### src/rtl/can_frame_tx_if.sv
// rtl/can_frame_tx_if.sv - host/bus signal bundle for the CAN frame transmitter
//
// Purpose: groups the bit-tick enable, the host message request, the bus
// lines and the status pulses of can_frame_tx.
// Modports:
//   master - host/bus side: drives en, start, ext, id, rtr, dlc, data, rx;
//            observes tx, busy, done, arb_lost, ack_err, bit_err.
//   slave  - the transmitter itself (directions reversed).
interface can_frame_tx_if #(
  parameter int LEN_DATA = 64
);
  logic                en;
  logic                start;
  logic                ext;
  logic [28:0]         id;
  logic                rtr;
  logic [3:0]          dlc;
  logic [LEN_DATA-1:0] data;
  logic                rx;
  logic                tx;
  logic                busy;
  logic                done;
  logic                arb_lost;
  logic                ack_err;
  logic                bit_err;

  modport master (
    output en, start, ext, id, rtr, dlc, data, rx,
    input  tx, busy, done, arb_lost, ack_err, bit_err
  );

  modport slave (
    input  en, start, ext, id, rtr, dlc, data, rx,
    output tx, busy, done, arb_lost, ack_err, bit_err
  );
endinterface

### src/rtl/can_frame_tx.sv
// rtl/can_frame_tx.sv - CAN 2.0A/2.0B data/remote frame serialiser
//
// Purpose: sends one frame on tx (1 = recessive), one bus bit per clk with
// en=1, with bit stuffing, CRC-15, arbitration-loss detection and ACK check.
// Ports:
//   clk  - system clock
//   rst  - asynchronous active-high reset
//   bus  - can_frame_tx_if.slave: en (bit tick), start/ext/id/rtr/dlc/data
//          (message, latched on start in IDLE), rx (bus level), tx, busy,
//          done/arb_lost/ack_err/bit_err (one-clk pulses)
// Optional feature macro: CAN_TX_BIT_ERR_EN enables bit monitoring outside
// the arbitration window and ACK slot (SOF through EOF); without it bit_err
// stays 0 and such mismatches are ignored.
module can_frame_tx #(
  parameter int          LEN_DATA = 64,
  parameter int          LEN_EOF  = 7,
  parameter int          LEN_IFS  = 3,
  parameter logic [14:0] CRC_POLY = 15'h4599
) (
  input  logic              clk,
  input  logic              rst,
  can_frame_tx_if.slave     bus
);

`ifdef CAN_TX_BIT_ERR_EN
  localparam bit BIT_CHK = 1'b1;
`else
  localparam bit BIT_CHK = 1'b0;
`endif

  // Header = SOF..last data bit, left aligned; std frames pad the tail.
  localparam int         HDR_W     = 39 + LEN_DATA;
  localparam int         MAX_BYTES = LEN_DATA / 8;
  localparam logic [7:0] EOF_END   = 8'(3 + LEN_EOF);
  localparam logic [7:0] TAIL_LAST = 8'(3 + LEN_EOF + LEN_IFS - 1);

  typedef enum logic [1:0] {S_IDLE, S_HDR, S_CRC, S_TAIL} state_t;

  state_t           state, state_n;
  logic             tx_q, tx_n;
  logic [HDR_W-1:0] sr, sr_n;
  logic [7:0]       pos, pos_n;          // index of last unstuffed bit in field
  logic [14:0]      crc, crc_n;
  logic [2:0]       scnt, scnt_n;        // run length of equal transmitted bits
  logic [7:0]       hdr_len, hdr_len_n;
  logic [7:0]       arb_end, arb_end_n;  // last header index in arbitration
  logic             done_q, done_n, arb_q, arb_n, ack_q, ack_n, berr_q, berr_n;

  logic [HDR_W-1:0] std_vec, ext_vec;
  logic [3:0]       nbytes;
  logic             in_arb;
  logic             nxt_bit;

  function automatic logic [14:0] crc_step(input logic [14:0] c, input logic b);
    crc_step = {c[13:0], 1'b0} ^ ((c[14] ^ b) ? CRC_POLY : 15'h0);
  endfunction

  assign std_vec = {1'b0, bus.id[10:0], bus.rtr, 2'b00, bus.dlc, bus.data, {20{1'b0}}};
  assign ext_vec = {1'b0, bus.id[28:18], 2'b11, bus.id[17:0], bus.rtr, 2'b00,
                    bus.dlc, bus.data};
  assign nbytes  = bus.rtr ? 4'd0 :
                   ({1'b0, bus.dlc} > 5'(MAX_BYTES)) ? 4'(MAX_BYTES) : bus.dlc;

  // pos does not move while a stuff bit is on the bus, so stuff bits after
  // an arbitration bit inherit that bit's window membership.
  assign in_arb = (state == S_HDR) && (pos >= 8'd1) && (pos <= arb_end);

  always_comb begin
    state_n   = state;
    tx_n      = tx_q;
    sr_n      = sr;
    pos_n     = pos;
    crc_n     = crc;
    scnt_n    = scnt;
    hdr_len_n = hdr_len;
    arb_end_n = arb_end;
    done_n    = 1'b0;
    arb_n     = 1'b0;
    ack_n     = 1'b0;
    berr_n    = 1'b0;
    nxt_bit   = 1'b1;
    case (state)
      S_IDLE: begin
        tx_n = 1'b1;
        if (bus.start) begin
          // SOF goes on the bus straight away; crc_step(0, SOF=0) is 0.
          state_n   = S_HDR;
          tx_n      = 1'b0;
          sr_n      = bus.ext ? {ext_vec[HDR_W-2:0], 1'b0} : {std_vec[HDR_W-2:0], 1'b0};
          pos_n     = 8'd0;
          crc_n     = 15'h0;
          scnt_n    = 3'd1;
          hdr_len_n = (bus.ext ? 8'd39 : 8'd19) + {1'b0, nbytes, 3'b000};
          arb_end_n = bus.ext ? 8'd32 : 8'd13;
        end
      end
      S_HDR, S_CRC: begin
        if (bus.en) begin
          if (in_arb && tx_q && !bus.rx) begin
            arb_n   = 1'b1;
            tx_n    = 1'b1;
            state_n = S_IDLE;
          end else if (BIT_CHK && !in_arb && (bus.rx != tx_q)) begin
            berr_n  = 1'b1;
            tx_n    = 1'b1;
            state_n = S_IDLE;
          end else if (scnt == 3'd5) begin
            // Checked before the end of CRC so a pending stuff bit after
            // CRC[0] still goes out ahead of the delimiter.
            tx_n   = ~tx_q;
            scnt_n = 3'd1;
          end else if (state == S_CRC && pos == 8'd14) begin
            state_n = S_TAIL;
            pos_n   = 8'd0;
            tx_n    = 1'b1;
          end else begin
            if (state == S_HDR && (pos + 8'd1) < hdr_len) begin
              nxt_bit = sr[HDR_W-1];
              sr_n    = {sr[HDR_W-2:0], 1'b0};
              pos_n   = pos + 8'd1;
              crc_n   = crc_step(crc, nxt_bit);
            end else begin
              // The finished CRC register is shifted out MSB first.
              nxt_bit = crc[14];
              crc_n   = {crc[13:0], 1'b0};
              pos_n   = (state == S_HDR) ? 8'd0 : pos + 8'd1;
              state_n = S_CRC;
            end
            tx_n   = nxt_bit;
            scnt_n = (nxt_bit == tx_q) ? scnt + 3'd1 : 3'd1;
          end
        end
      end
      S_TAIL: begin
        // pos: 0 CRCDEL, 1 ACK, 2 ACKDEL, then EOF, then IFS; tx stays 1.
        if (bus.en) begin
          if (pos == 8'd1) begin
            if (bus.rx) begin
              ack_n   = 1'b1;
              state_n = S_IDLE;
            end else begin
              pos_n = pos + 8'd1;
            end
          end else if (BIT_CHK && pos < EOF_END && (bus.rx != tx_q)) begin
            berr_n  = 1'b1;
            tx_n    = 1'b1;
            state_n = S_IDLE;
          end else if (pos == TAIL_LAST) begin
            done_n  = 1'b1;
            state_n = S_IDLE;
          end else begin
            pos_n = pos + 8'd1;
          end
        end
      end
      default: state_n = S_IDLE;
    endcase
  end

  always_ff @(posedge clk or posedge rst) begin
    if (rst) begin
      state   <= S_IDLE;
      tx_q    <= 1'b1;
      sr      <= '0;
      pos     <= 8'd0;
      crc     <= 15'h0;
      scnt    <= 3'd0;
      hdr_len <= 8'd0;
      arb_end <= 8'd0;
      done_q  <= 1'b0;
      arb_q   <= 1'b0;
      ack_q   <= 1'b0;
      berr_q  <= 1'b0;
    end else begin
      state   <= state_n;
      tx_q    <= tx_n;
      sr      <= sr_n;
      pos     <= pos_n;
      crc     <= crc_n;
      scnt    <= scnt_n;
      hdr_len <= hdr_len_n;
      arb_end <= arb_end_n;
      done_q  <= done_n;
      arb_q   <= arb_n;
      ack_q   <= ack_n;
      berr_q  <= berr_n;
    end
  end

  assign bus.tx       = tx_q;
  assign bus.busy     = (state != S_IDLE);
  assign bus.done     = done_q;
  assign bus.arb_lost = arb_q;
  assign bus.ack_err  = ack_q;
  assign bus.bit_err  = berr_q;

endmodule

### src/flat_wrapper.sv
// flat-port wrapper written by rule: the top's interface ports become plain ports
module can_frame_tx_flat 
#(
  parameter int          LEN_DATA = 64,
  parameter int          LEN_EOF  = 7,
  parameter int          LEN_IFS  = 3,
  parameter logic [14:0] CRC_POLY = 15'h4599
)
  (clk, rst, bus_en, bus_start, bus_ext, bus_id, bus_rtr, bus_dlc, bus_data, bus_rx, bus_tx, bus_busy, bus_done, bus_arb_lost, bus_ack_err, bus_bit_err);
  can_frame_tx_if #(.LEN_DATA(LEN_DATA)) bus_i ();
  input  logic clk;
  input  logic rst;
  input wire logic [$bits(bus_i.en)-1:0] bus_en;
  input wire logic [$bits(bus_i.start)-1:0] bus_start;
  input wire logic [$bits(bus_i.ext)-1:0] bus_ext;
  input wire logic [$bits(bus_i.id)-1:0] bus_id;
  input wire logic [$bits(bus_i.rtr)-1:0] bus_rtr;
  input wire logic [$bits(bus_i.dlc)-1:0] bus_dlc;
  input wire logic [$bits(bus_i.data)-1:0] bus_data;
  input wire logic [$bits(bus_i.rx)-1:0] bus_rx;
  output wire logic [$bits(bus_i.tx)-1:0] bus_tx;
  output wire logic [$bits(bus_i.busy)-1:0] bus_busy;
  output wire logic [$bits(bus_i.done)-1:0] bus_done;
  output wire logic [$bits(bus_i.arb_lost)-1:0] bus_arb_lost;
  output wire logic [$bits(bus_i.ack_err)-1:0] bus_ack_err;
  output wire logic [$bits(bus_i.bit_err)-1:0] bus_bit_err;
  assign bus_i.en = bus_en;
  assign bus_i.start = bus_start;
  assign bus_i.ext = bus_ext;
  assign bus_i.id = bus_id;
  assign bus_i.rtr = bus_rtr;
  assign bus_i.dlc = bus_dlc;
  assign bus_i.data = bus_data;
  assign bus_i.rx = bus_rx;
  assign bus_tx = bus_i.tx;
  assign bus_busy = bus_i.busy;
  assign bus_done = bus_i.done;
  assign bus_arb_lost = bus_i.arb_lost;
  assign bus_ack_err = bus_i.ack_err;
  assign bus_bit_err = bus_i.bit_err;
  can_frame_tx #(.LEN_DATA(LEN_DATA), .LEN_EOF(LEN_EOF), .LEN_IFS(LEN_IFS), .CRC_POLY(CRC_POLY)) u_core (.clk(clk), .rst(rst), .bus(bus_i));
endmodule
### config.mk
export PLATFORM = sky130hd
export DESIGN_NAME = can_frame_tx_flat
export DESIGN_NICKNAME = d
export VERILOG_FILES = /design/src/rtl/can_frame_tx_if.sv /design/src/rtl/can_frame_tx.sv /design/src/flat_wrapper.sv
export SDC_FILE = /design/constraint.sdc
export NUM_CORES = 1
export LEC_CHECK = 0
export CORE_ASPECT_RATIO = 0.8
export CORE_MARGIN = 1
export CORE_UTILIZATION = 50
export CTS_BUF_LIST = sky130_fd_sc_hd__clkbuf_4 sky130_fd_sc_hd__clkbuf_8 sky130_fd_sc_hd__clkbuf_16
export DETAILED_ROUTE_END_ITERATION = 10
export PLACE_DENSITY_LB_ADDON = 0.1
export SLEW_MARGIN = 5
export SYNTH_ARGS = -nofsm -noshare
export SYNTH_HDL_FRONTEND = slang
export SYNTH_SLANG_ARGS = --single-unit
### constraint.sdc
create_clock -name clk -period 3.9 [get_ports clk]
set_input_delay 0.39 -clock clk [delete_from_list [all_inputs] [get_ports clk]]
set_output_delay 0.39 -clock clk [all_outputs]
set_load 0.02 [all_outputs]
Word level (Yosys, flattened, before mapping)
Cells that the tools add are included.
W data, S select, Z words.
{"block": "op_classes", "addsub": 3, "order_cmp": 4, "n_eq_ne": 22, "mux": 73, "n_bitwise": 3, "reduce_logical": 18}
{"operator": "$mux W103", "count": 7}
{"operator": "$pmux W103 S2", "count": 1}
{"operator": "$mux W15", "count": 7}
{"operator": "$mux W8", "count": 11}
{"operator": "$pmux W15 S2", "count": 1}
{"operator": "$pmux W8 S3", "count": 1}
{"operator": "$mux W1", "count": 22}
{"operator": "$reduce_and A7 Y1", "count": 3}
{"operator": "$mux W2", "count": 10}
{"operator": "$mux W3", "count": 6}
{"operator": "$eq A8 B4 Y1 const B", "count": 2}
{"operator": "$xor A15 B15 Y15", "count": 1}
{"operator": "$mux W6", "count": 2}
{"operator": "$ne A2 B2 Y1 const B", "count": 6}
{"operator": "$ne A3 B2 Y1 const B", "count": 3}
{"operator": "$add A8 B1 Y8 const B", "count": 1}
{"operator": "$add A8 B7 Y8", "count": 1}
{"operator": "$eq A8 B1 Y1 const B", "count": 1}
{"operator": "$ge A8 B1 Y1 const B", "count": 1}
{"operator": "$le A8 B8 Y1", "count": 1}
{"operator": "$lt A8 B8 Y1", "count": 1}
{"operator": "$mux W4", "count": 2}
{"operator": "$logic_and A1 B1 Y1", "count": 6}
{"operator": "$ne A3 B3 Y1 const B", "count": 2}
{"operator": "21 further kinds", "count": 24}
{"block": "totals", "reg_bits": 151, "input_bits": 104, "word_cells": 134}

Longest topological paths before layout
Gate-level depths: netlist of the first run.
{"block": "logic_depth", "depth_word": 16, "depth_mapped": 17, "ltp_nobuf": 12}

Worst setup path before layout of the first run
Ideal clock, no wire load.
{"block": "synth_path", "kind": "register -> register", "from": "register u_core.pos[2]", "to": "register u_core.state[1]", "setup_ns": 0.125, "arrival_time_ns": 3.058, "slack_ns": 0.717, "path_stages_with_launch": 15, "period_less_slack_ns": 3.183, "cell_sequence": "dfrtp_1 -> clkbuf_1 -> nand2_1 -> nor4_1 -> and3_1 -> xnor2_1 -> ha_1 -> nand3_1 -> a21oi_1 -> o21ai_0 -> and3_1 -> clkbuf_1 -> a21oi_1 -> o21ai_0 -> mux2_2"}
{"block": "synth_via", "elab_chain_cells": 8, "elab_cells_between_ends": 25}
{"element": "start, declared", "line": "can_frame_tx.sv:42", "source": "logic [7:0] pos, pos_n;"}
{"element": "start signal, assigned", "line": "can_frame_tx.sv:178", "source": "pos <= pos_n;"}
{"element": "branches (longest 8 deep; another with $add A8 B1 Y8)"}
{"element": "end signal, assigned", "line": "can_frame_tx.sv:175", "source": "state <= state_n;"}
{"element": "end, declared", "line": "can_frame_tx.sv:39", "source": "state_t state, state_n;"}
Several ways; the timed one is not identified. The select of a mux whose other input is x is not followed.
A chain may end at the register's enable or synchronous reset.

Final worst setup path of the first run
Same ends and word-level chain as after synthesis.

==> results of run 1 <==
[cells in the final DEF, fill, tap and decap left out, drive strengths merged, types with 2 or more instances in the layout]
| cell type | synthesis | final |
|---|---|---|
| nor3 | 5 | 5 |
| clkbuf | 41 | 21 |
| nand2b | 7 | 7 |
| clkdlybuf4s50 | 0 | 107 |
| nor2 | 90 | 90 |
| a32o | 3 | 3 |
| xnor2 | 11 | 11 |
| o21ai | 122 | 122 |
| a21oi | 91 | 91 |
| inv | 26 | 26 |
| or3 | 2 | 2 |
| a22o | 14 | 14 |
| xor2 | 4 | 4 |
| clkinvlp | 0 | 3 |
| buf | 22 | 9 |
| a22oi | 22 | 22 |
| ha | 25 | 25 |
| a221o | 2 | 2 |
| nand3b | 5 | 5 |
| and3 | 3 | 3 |
| nand2 | 128 | 128 |
| dfrtp | 141 | 141 |
| nor2b | 2 | 2 |
| o31ai | 2 | 2 |
| mux2i | 81 | 81 |
| nor4 | 3 | 3 |
| bufinv | 0 | 6 |
| nor4b | 2 | 2 |
| nand3 | 5 | 5 |
| mux2 | 3 | 3 |
[cell usage after synthesis (3+ instances only)]
library cell / instances
nor2_1: 90
o21ai_0: 60
xor2_1: 4
buf_6: 8
nand3_1: 5
buf_1: 6
nand3b_1: 5
buf_2: 7
a32o_1: 3
dfrtp_1: 141
o21ai_1: 61
a22oi_1: 22
a21oi_1: 91
nand2_1: 128
xnor2_1: 11
a22o_1: 14
ha_1: 25
mux2_2: 3
nand2b_1: 7
nor3_1: 5
and3_1: 3
inv_1: 26
clkbuf_1: 41
mux2i_1: 81
[flip-flops by register name, summed over array words and instances, names as in the netlist]
register and count:
u_core.arb_end 1, u_core.bus.ack_err 1, u_core.crc 15, u_core.bus.arb_lost 1
u_core.hdr_len 7, u_core.pos 8, u_core.scnt 3, u_core.sr 102
u_core.state 2, u_core.bus.done 1, u_core.bus.tx 1
[logic make-up (layout without fill, tap and decap cells)]
group | after synthesis | after routing | share of synthesized area [%]
AOI/OAI and AO/OA | 266 | 266 | 19.5
and+or+nand+nor | 255 | 255 | 13.6
DFF | 142 | 142 | 45.1
buffers and inverters | 89 | 173 | 5.16
muxes | 84 | 84 | 10.7
adders and majority gates | 26 | 26 | 4.22
xor gates and xnor gates | 15 | 15 | 1.67
other | 1 | 1 | 0.0476
[cell type report]
| class | count | area share [%] |
|---|---|---|
| Multi-Input combinational cell | 647 | 40.5 |
| Sequential cell | 142 | 36.6 |
| Timing Repair Buffer | 116 | 12.1 |
| Clock buffer | 21 | 4.82 |
| Tap cell | 210 | 2.71 |
| Clock inverter | 10 | 2.15 |
| Inverter | 26 | 1.04 |
[worst min-delay path: stages (launching register included)]
cell	delay [ps]
dfrtp_1	340
nand2_1	50
o21ai_1	60
[routing by layer]
layer / share of wire [%] / wire length (um)
met1: 48 / 9100
met2: 46 / 8660
met3: 4.1 / 776
met4: 1.3 / 251
met5: 0 / 0
[per-stage QoR]
| step | area (um2) | utilization (%) | hold slack [ps] | total power, mW |
|---|---|---|---|---|
| final | 9700 | 63.8 | 480 | 8.19 |
| after global routing | 9700 | 63.8 | 507 | 8.90 |
| after CTS | 9700 | 63.8 | 483 | 8.24 |
| after detailed placement | 9020 | 59.3 | 471 | 6.34 |
| after global placement | 9020 | 59.3 | 460 | 6.18 |
| after floorplan | 7880 | - | 444 | 5.61 |
[power breakdown]
part           total (mW)  switching (mW)  internal, mW
Combinational        3.93            2.49          1.44
Sequential           2.39           0.334          2.06
Clock                1.86           0.620          1.25
Total                8.19            3.44          4.75
[worst max-delay path by stage]
stage | end | slack [ps] | cells after the start
after floorplan | u_core.state[1] | 720 | 14
after global placement | u_core.state[1] | 660 | 12
after detailed placement | u_core.sr[77] | 490 | 12
after CTS | u_core.state[1] | 470 | 12
after global routing | u_core.sr[56] | 160 | 13
final | u_core.state[1] | 410 | 12
==> impl_metrics.json, run 1 <==
{
  "synthCells": 878,
  "drt-pass1-iter-count": 5,
  "cp_top_family": "simple AND/OR/NAND/NOR gates",
  "n_antenna_cell": 0,
  "worstHoldStart": "u_core.sr[41]",
  "cts_root_buf": "clkbuf_16",
  "reg2reg_slack_ps": 410,
  "met1_usage_pct": 35.5,
  "slowest_delay_ps": 550,
  "syn-num-nets": 1008,
  "multi_input_area_mm2": 0.00393,
  "syn_area_mm2": 0.00788,
  "hold_violations": 0,
  "die_w_um": 142,
  "crit_type": "register to register",
  "power.density_mw_per_mm2": 844,
  "yosys.area.top_type_share_pct": 44.8,
  "routed_via_density": 5.52,
  "place_congestion": 0.864,
  "synth_area_leaders": "dfrtp_1, mux2i_1, nand2_1",
  "cts.sinks": 142,
  "status": "complete, no violations",
  "slowest_stage": "nor4_1",
  "ys_types": 49,
  "synth_area_leader_cell": "dfrtp_1",
  "grtUsageMet2_pct": 37.6,
  "crit_chain": "nand2_1 -> nor4_1 -> and3_1 -> xnor2_1 -> ha_1 -> nand3_1 -> a21oi_1 -> o21ai_0 -> and3_1 -> a21oi_1 -> o21ai_0 -> mux2_2",
  "grt_pass1_wl_mm": 31.1,
  "worst_pin_slew_ps": 1060,
  "max_freq_mhz": 287,
  "wl_per_cell_um": 16.0,
  "core_area_mm2": 0.0152,
  "cts_tree": "yes",
  "ys.flop_type": "dfrtp_1",
  "synthToLayoutAreaGrowth_pct": 23.1,
  "fin_crit_sh_pct": 89.5,
  "cts.clk_slew.worst_paths_ps": 60,
  "r2r-start": "u_core.pos[2]",
  "grt_pass1_vias": 6169,
  "end_kind": "register",
  "cap_violations": 0,
  "io_buffers": 108,
  "drv_slew": 0,
  "drive_gt1_share_pct": 5.51,
  "fillCellCount": 1268,
  "wirelength_mm": 18.8,
  "globalRouteMet3Util_pct": 4.81,
  "ir_drop_mv": 0.853,
  "stdcell_count": 1172,
  "drt_iter0_drc": 434,
  "worstPathRequired_ps": 4200,
  "design.die.area_mm2": 0.0163,
  "slew_headroom_pct": 29.3,
  "critPathBufInv": 0,
  "fin_ws_ps": 410,
  "r2r_cells": 12,
  "p_leak_nw": 4.38,
  "overflow": 0,
  "cp-startpoint": "u_core.pos[2]",
  "regArea_mm2": 0.00355,
  "htree_num_levels": 4,
  "synth_area_per_cell_um2": 8.97,
  "cts-resized-gates": 0,
  "initial_utilization_pct": 51.8,
  "vias": 6471,
  "cp_max_fo": 10,
  "grt_max_degree": 143,
  "drc": 0,
  "ctsHoldBuffers": 0,
  "numCtsBuffers": 17,
  "clockBufferDepth": 2,
  "dpl.cell_count": 1141,
  "setup_tns_ps": 0,
  "grt_antenna_before_repair": 0,
  "cp_data_arrival_time_ps": 3790,
  "ant_nets": 0,
  "synth_edf_count": 0,
  "period_minus_slack_ps": 3490,
  "cts_setup_buffers": 0,
  "min_path_type": "register to register",
  "cp-start-kind": "register",
  "ys_seq_area_share_pct": 45.1,
  "yosys_warnings": 0,
  "dp_slack_ps": 490,
  "rows": 40,
  "grt_busiest_layer": "met2",
  "nNetsFinal": 1080,
  "async_flop_share_pct": 100,
  "dp_hpwl_mm": 13.0,
  "whs_path_depth": 2,
  "setup_viol": 0,
  "io_pins": 110,
  "rsz0062_at_grt": "false",
  "synth-seq-cells": 142,
  "timing.rr.end": "u_core.state[1]",
  "grt_usage_pct": 24.7,
  "die_h_um": 114,
  "hold_end": "u_core.sr[41]",
  "insertion_delay_ps": 420,
  "skew_ps": 8.28
}
No activity file was read; power rests on OpenSTA's default activity.
==> run 2, diff against run 1 <==
--- a/config.mk
+++ b/config.mk
@@ -7,7 +7,7 @@
 export LEC_CHECK = 0
 export CORE_ASPECT_RATIO = 0.8
 export CORE_MARGIN = 1
-export CORE_UTILIZATION = 50
+export CORE_UTILIZATION = 55
 export CTS_BUF_LIST = sky130_fd_sc_hd__clkbuf_4 sky130_fd_sc_hd__clkbuf_8 sky130_fd_sc_hd__clkbuf_16
 export DETAILED_ROUTE_END_ITERATION = 10
 export PLACE_DENSITY_LB_ADDON = 0.1
==> constraint.sdc (replaced) <==
create_clock -name clk -period 3.32 [get_ports clk]
set_input_delay 0.332 -clock clk [delete_from_list [all_inputs] [get_ports clk]]
set_output_delay 0.332 -clock clk [all_outputs]
set_load 0.02 [all_outputs]
==> impl_metrics.json, run 2 (synthesis gave the netlist of run 1 again) <==
{
  "status": "complete, no violations",
  "grt_pass1_vias": 6259,
  "cts.sinks": 142,
  "insertion_delay_ps": 430,
  "drt-pass1-iter-count": 5,
  "grt_busiest_layer": "met1",
  "rsz0062_at_grt": "false",
  "combinationalPowerShare_pct": 51.9,
  "io_buffers": 108,
  "worstPathRequired_ps": 3600,
  "initial_utilization_pct": 57.1,
  "grt_antenna_before_repair": 0,
  "p_clk_share_pct": 18.7,
  "routed_via_density": 5.78,
  "crit_type": "register to register",
  "dp_hpwl_mm": 13.8,
  "grt_max_degree": 181,
  "design.die.area_mm2": 0.0148,
  "cap_violations": 0,
  "wl_per_cell_um": 17.0,
  "fillCellCount": 1037,
  "met1_usage_pct": 40.7,
  "n_antenna_cell": 0,
  "p_sw_share_pct": 44.7,
  "ir_drop_mv": 1.13,
  "p_leak_nw": 4.40,
  "cts_root_buf": "clkbuf_16",
  "largest_reg_flops": 102,
  "ctsHoldBuffers": 0,
  "grt_usage_pct": 27.6,
  "rows": 38,
  "numCtsBuffers": 17,
  "drv_slew": 0,
  "nNetsFinal": 1090,
  "synthToLayoutAreaGrowth_pct": 23.3,
  "end_kind": "register",
  "wirelength_mm": 19.6,
  "crit_chain": "inv_1 -> nor4_2 -> and3_1 -> xnor2_1 -> ha_1 -> nand3_1 -> a21oi_1 -> o21ai_0 -> and3_2 -> o21bai_4 -> buf_12 -> buf_12 -> o21ai_0",
  "setup_tns_ps": 0,
  "drive_gt1_share_pct": 7.00,
  "clockBufferDepth": 2,
  "cp_data_arrival_time_ps": 3390,
  "place_congestion": 0.865,
  "dpl.cell_count": 1119,
  "p_int_mw": 5.31,
  "setup_viol": 0,
  "regMostFlops": "u_core.sr",
  "max_freq_mhz": 322,
  "ant_nets": 0,
  "slowest_stage": "dfrtp_1",
  "drc": 0,
  "slew_headroom_pct": 36.5,
  "vias": 6657,
  "io_pins": 110,
  "overflow": 0,
  "drt_iter0_drc": 662,
  "skew_ps": 7.13,
  "fin_crit_sh_pct": 93.6,
  "stdcell_count": 1152,
  "cp_max_fo": 39,
  "min_path_type": "input pin to asynchronous set/reset pin",
  "power.density_mw_per_mm2": 989,
  "grt_pass1_wl_mm": 31.2,
  "cts.clk_slew.worst_paths_ps": 70,
  "core_area_mm2": 0.0138,
  "hold_violations": 0,
  "cts_tree": "yes",
  "die_h_um": 109,
  "slowest_delay_ps": 430,
  "cp-start-kind": "register",
  "grtUsageMet2_pct": 40.2,
  "die_w_um": 136,
  "power.switching_mw": 4.29,
  "final_common_cell": "dfrtp_1",
  "final_cell_mix": "dfrtp_1, nand2_1, clkdlybuf4s50_1",
  "top_regs": "u_core.sr (102), u_core.crc (15), u_core.pos (8)",
  "globalRouteMet3Util_pct": 6.23,
  "period_minus_slack_ps": 3110,
  "p_seq_share_pct": 29.4,
  "worst_pin_slew_ps": 950,
  "htree_num_levels": 4
}
run 2: area by class of cell:
class	count	area, um2	area share [%]
Clock buffer	17	425	4.38
Clock inverter	14	129	1.33
Inverter	26	101	1.04
Multi-Input combinational cell	647	3950	40.6
Sequential cell	142	3560	36.6
Tap cell	180	225	2.32
Timing Repair Buffer	126	1330	13.7
run 2: critical path, delay by kind of cell, from the launching register on:
| kind | cells | cell delay (ps) |
|---|---|---|
| AOI/OAI and AO/OA | 4 | 650 |
| xor gates and xnor gates | 1 | 90 |
| adders and majority gates | 1 | 310 |
| buffers and inverters | 3 | 510 |
| DFF | 1 | 430 |
| and+or+nand+nor | 4 | 950 |
run 2: worst paths after layout:
check                               from           endpoint  slack, ps  depth (start not counted)
max in group asynchronous            rst      u_core.sr[50]       2080                          3
min reg2reg                u_core.sr[64]      u_core.sr[64]        480                          2
max                        u_core.pos[0]      u_core.sr[74]        210                         13
min in group clk                 bus_ext  u_core.arb_end[3]        480                          2
max reg2reg                u_core.pos[0]      u_core.sr[74]        210                         13
min                                  rst      u_core.sr[10]        470                          2
run 2: metal layers:
| metal | vias up | wire, um |
|---|---|---|
| met5 | - | 0 |
| met4 | 0 | 222 |
| met3 | 22 | 1290 |
| met2 | 207 | 8510 |
| met1 | 3222 | 9590 |
| li1 | 3206 | - |
run 2: through the flow:
stage                     instance area [um2]  hold WS [ps]  power (mW)  util, %  setup slack, ps
after CTS                                9650           465        9.44     70.0              106
after detailed placement                 9100           471        7.62     66.0              155
final                                    9710           472        9.61     70.4              211
after global routing                     9710           501        10.4     70.4             12.5
after floorplan                          7880           444        6.60        -              137
after global placement                   9100           456        7.37     66.0              257
run 2: power groups by stage:
stage               Clock (mW)  Combinational, mW  Sequential [mW]
floorplan                    0               3.89             2.71
global placement             0               4.58             2.80
detailed placement           0               4.78             2.84
CTS                       1.83               4.80             2.81
global route              1.91               5.62             2.89
finish                    1.80               4.99             2.82
run 2: timing repair:
action                     4_1_cts  5_1_grt
hold endpoints to repair         0        0
buffers inserted                 0        1
gates resized for setup          0        5
setup endpoints to repair        0      103
==> run 3, diff against run 2 <==
--- a/config.mk
+++ b/config.mk
@@ -6,8 +6,8 @@
 export NUM_CORES = 1
 export LEC_CHECK = 0
 export CORE_ASPECT_RATIO = 0.8
-export CORE_MARGIN = 1
-export CORE_UTILIZATION = 55
+export CORE_MARGIN = 2
+export CORE_UTILIZATION = 50
 export CTS_BUF_LIST = sky130_fd_sc_hd__clkbuf_4 sky130_fd_sc_hd__clkbuf_8 sky130_fd_sc_hd__clkbuf_16
 export DETAILED_ROUTE_END_ITERATION = 10
 export PLACE_DENSITY_LB_ADDON = 0.1
==> constraint.sdc (replaced) <==
create_clock -name clk -period 2.7 [get_ports clk]
set_input_delay 0.27 -clock clk [delete_from_list [all_inputs] [get_ports clk]]
set_output_delay 0.27 -clock clk [all_outputs]
set_load 0.05 [all_outputs]
==> impl_metrics.json, run 3 (synthesis gave the netlist of run 1 again) <==
{
  "status": "complete, but fails checks",
  "violations": "negative setup slack",
  "routed_via_density": 5.62,
  "grtUsageMet2_pct": 40.7,
  "ctsHoldBuffers": 0,
  "drv_slew": 0,
  "numCtsBuffers": 17,
  "r2r_cells": 13,
  "htree_num_levels": 4,
  "stdcell_count": 1237,
  "setup_viol": 19,
  "slew_headroom_pct": 49.8,
  "cp-startpoint": "u_core.pos[1]",
  "crit_chain": "ha_2 -> nand3_4 -> nor2_2 -> xnor2_1 -> ha_1 -> a21o_1 -> a21oi_4 -> and3_4 -> buf_4 -> nand2_1 -> buf_4 -> xnor2_1 -> a22o_1",
  "largest_reg_flops": 102,
  "dp_hpwl_mm": 14.8,
  "end_kind": "register",
  "insertion_delay_ps": 430,
  "rsz0062_at_grt": "true",
  "timing.rr.end": "u_core.crc[7]",
  "top_regs": "u_core.sr (102), u_core.crc (15), u_core.pos (8)",
  "fin_ws_ps": -44.8,
  "io_pins": 110,
  "met1_usage_pct": 34.7,
  "grt_pass1_vias": 6190,
  "io_buffers": 108,
  "worstPathRequired_ps": 3000,
  "cp-start-kind": "register",
  "cts_tree": "yes",
  "crit_type": "register to register",
  "overflow": 0,
  "cap_violations": 0,
  "cts.sinks": 142,
  "clockBufferDepth": 2,
  "die_w_um": 144,
  "cp_data_arrival_time_ps": 3050,
  "setup_tns_ps": -253,
  "grt_antenna_before_repair": 0,
  "slowest_delay_ps": 410,
  "worst_pin_slew_ps": 754,
  "synthToLayoutAreaGrowth_pct": 37.5,
  "cp_max_fo": 6,
  "max_freq_mhz": 364,
  "grt_max_degree": 79,
  "drc": 0,
  "place_congestion": 0.934,
  "final_common_cell": "dfrtp_1",
  "grt_busiest_layer": "met2",
  "grt_pass1_wl_mm": 32.4,
  "min_path_type": "input pin to asynchronous set/reset pin",
  "grt_usage_pct": 25.1,
  "fin_crit_sh_pct": 102,
  "ir_drop_mv": 0.663,
  "slowest_stage": "dfrtp_1",
  "period_minus_slack_ps": 2740,
  "n_antenna_cell": 0,
  "initial_utilization_pct": 50.5,
  "core_area_mm2": 0.0156,
  "design.die.area_mm2": 0.0168,
  "drt-pass1-iter-count": 5,
  "vias": 6946,
  "reg2reg_slack_ps": -40,
  "r2r-start": "u_core.pos[1]",
  "hold_violations": 0,
  "p_leak_nw": 4.91,
  "ant_nets": 0,
  "cts_root_buf": "clkbuf_16",
  "power.density_mw_per_mm2": 1370,
  "die_h_um": 116,
  "final_cell_mix": "dfrtp_1, clkdlybuf4s50_1, nand2_1",
  "drt_iter0_drc": 568,
  "cts.clk_slew.worst_paths_ps": 70,
  "wirelength_mm": 22.9,
  "globalRouteMet3Util_pct": 4.84,
  "regMostFlops": "u_core.sr",
  "rows": 41,
  "dpl.cell_count": 1179,
  "skew_ps": 13.8,
  "drive_gt1_share_pct": 18.4,
  "wl_per_cell_um": 18.5,
  "nNetsFinal": 1140
}
run 3: cell count changes in the layout (fill, tap and decap cells not counted), moves of 8 or more:
cell,change
clkbuf_16,+12
buf_6,+10
buf_4,+24
nand2_4,+8
o21ai_0,-40
o21ai_1,+16
o21ai_2,+24
nand2_1,-28
nand2_2,+20
run 3: timing repair:
action / CTS / global route
gates cloned: 0 / 24
pin swaps: 4 / 33
gates resized for setup: 9 / 122
setup buffers: 1 / 2
endpoints found under the setup margin: 125 / 130
run 3: layout make-up:
| type | instances | area [um2] |
|---|---|---|
| fill | 1232 | 4760 |
| multi-input combinational | 647 | 4310 |
| sequential | 142 | 3550 |
| timing repair buffer | 176 | 2020 |
| clock buffer | 20 | 460 |
| tap | 215 | 269 |
| clock inverter | 11 | 110 |
| inverter | 26 | 101 |
run 3: through the flow:
step	power [mW]	util [%]	setup WS [ps]	instance area [um2]	hold slack, ps
floorplan	8.24	-	-63.5	7950	397
global placement	9.59	60.2	-116	9390	461
detailed placement	9.85	60.2	-184	9390	471
CTS	12.3	64.3	11.7	10000	180
global route	15.8	69.5	-122	10800	217
finish	14.9	69.5	-44.8	10800	182
run 3: critical path, delay by kind of cell (launching register included):
kind / cells / cell delay (ps)
xor gates and xnor gates: 2 / 290
buffers and inverters: 2 / 300
DFF: 1 / 410
adders and majority gates: 2 / 530
AOI/OAI and AO/OA: 3 / 590
and+or+nand+nor: 4 / 510
run 3: report_power, final:
part / switching [mW] / total, mW / internal (mW)
registers: 0.523 / 3.50 / 2.98
clock network: 0.952 / 2.28 / 1.33
logic: 4.94 / 9.09 / 4.14
total: 6.42 / 14.9 / 8.45
run 3: worst max-delay path by stage:
stage | slack [ps] | endpoint | cells after the start
3_5_place_dp | -180 | u_core.scnt[1] | 11
2_1_floorplan | -60 | u_core.sr[13] | 15
6_report | -40 | u_core.crc[7] | 13
3_3_place_gp | -120 | u_core.scnt[1] | 11
4_1_cts | 10 | u_core.sr[72] | 10
5_1_grt | -120 | u_core.crc[7] | 13
run 3: layer usage:
metal / part of all wire, % / wire length (um) / vias to the layer above
met5: 0 / 0 / -
met3: 5.3 / 1210 / 36
li1: - / - / 3325
met4: 1.8 / 408 / 0
met2: 48 / 11100 / 216
met1: 45 / 10200 / 3369
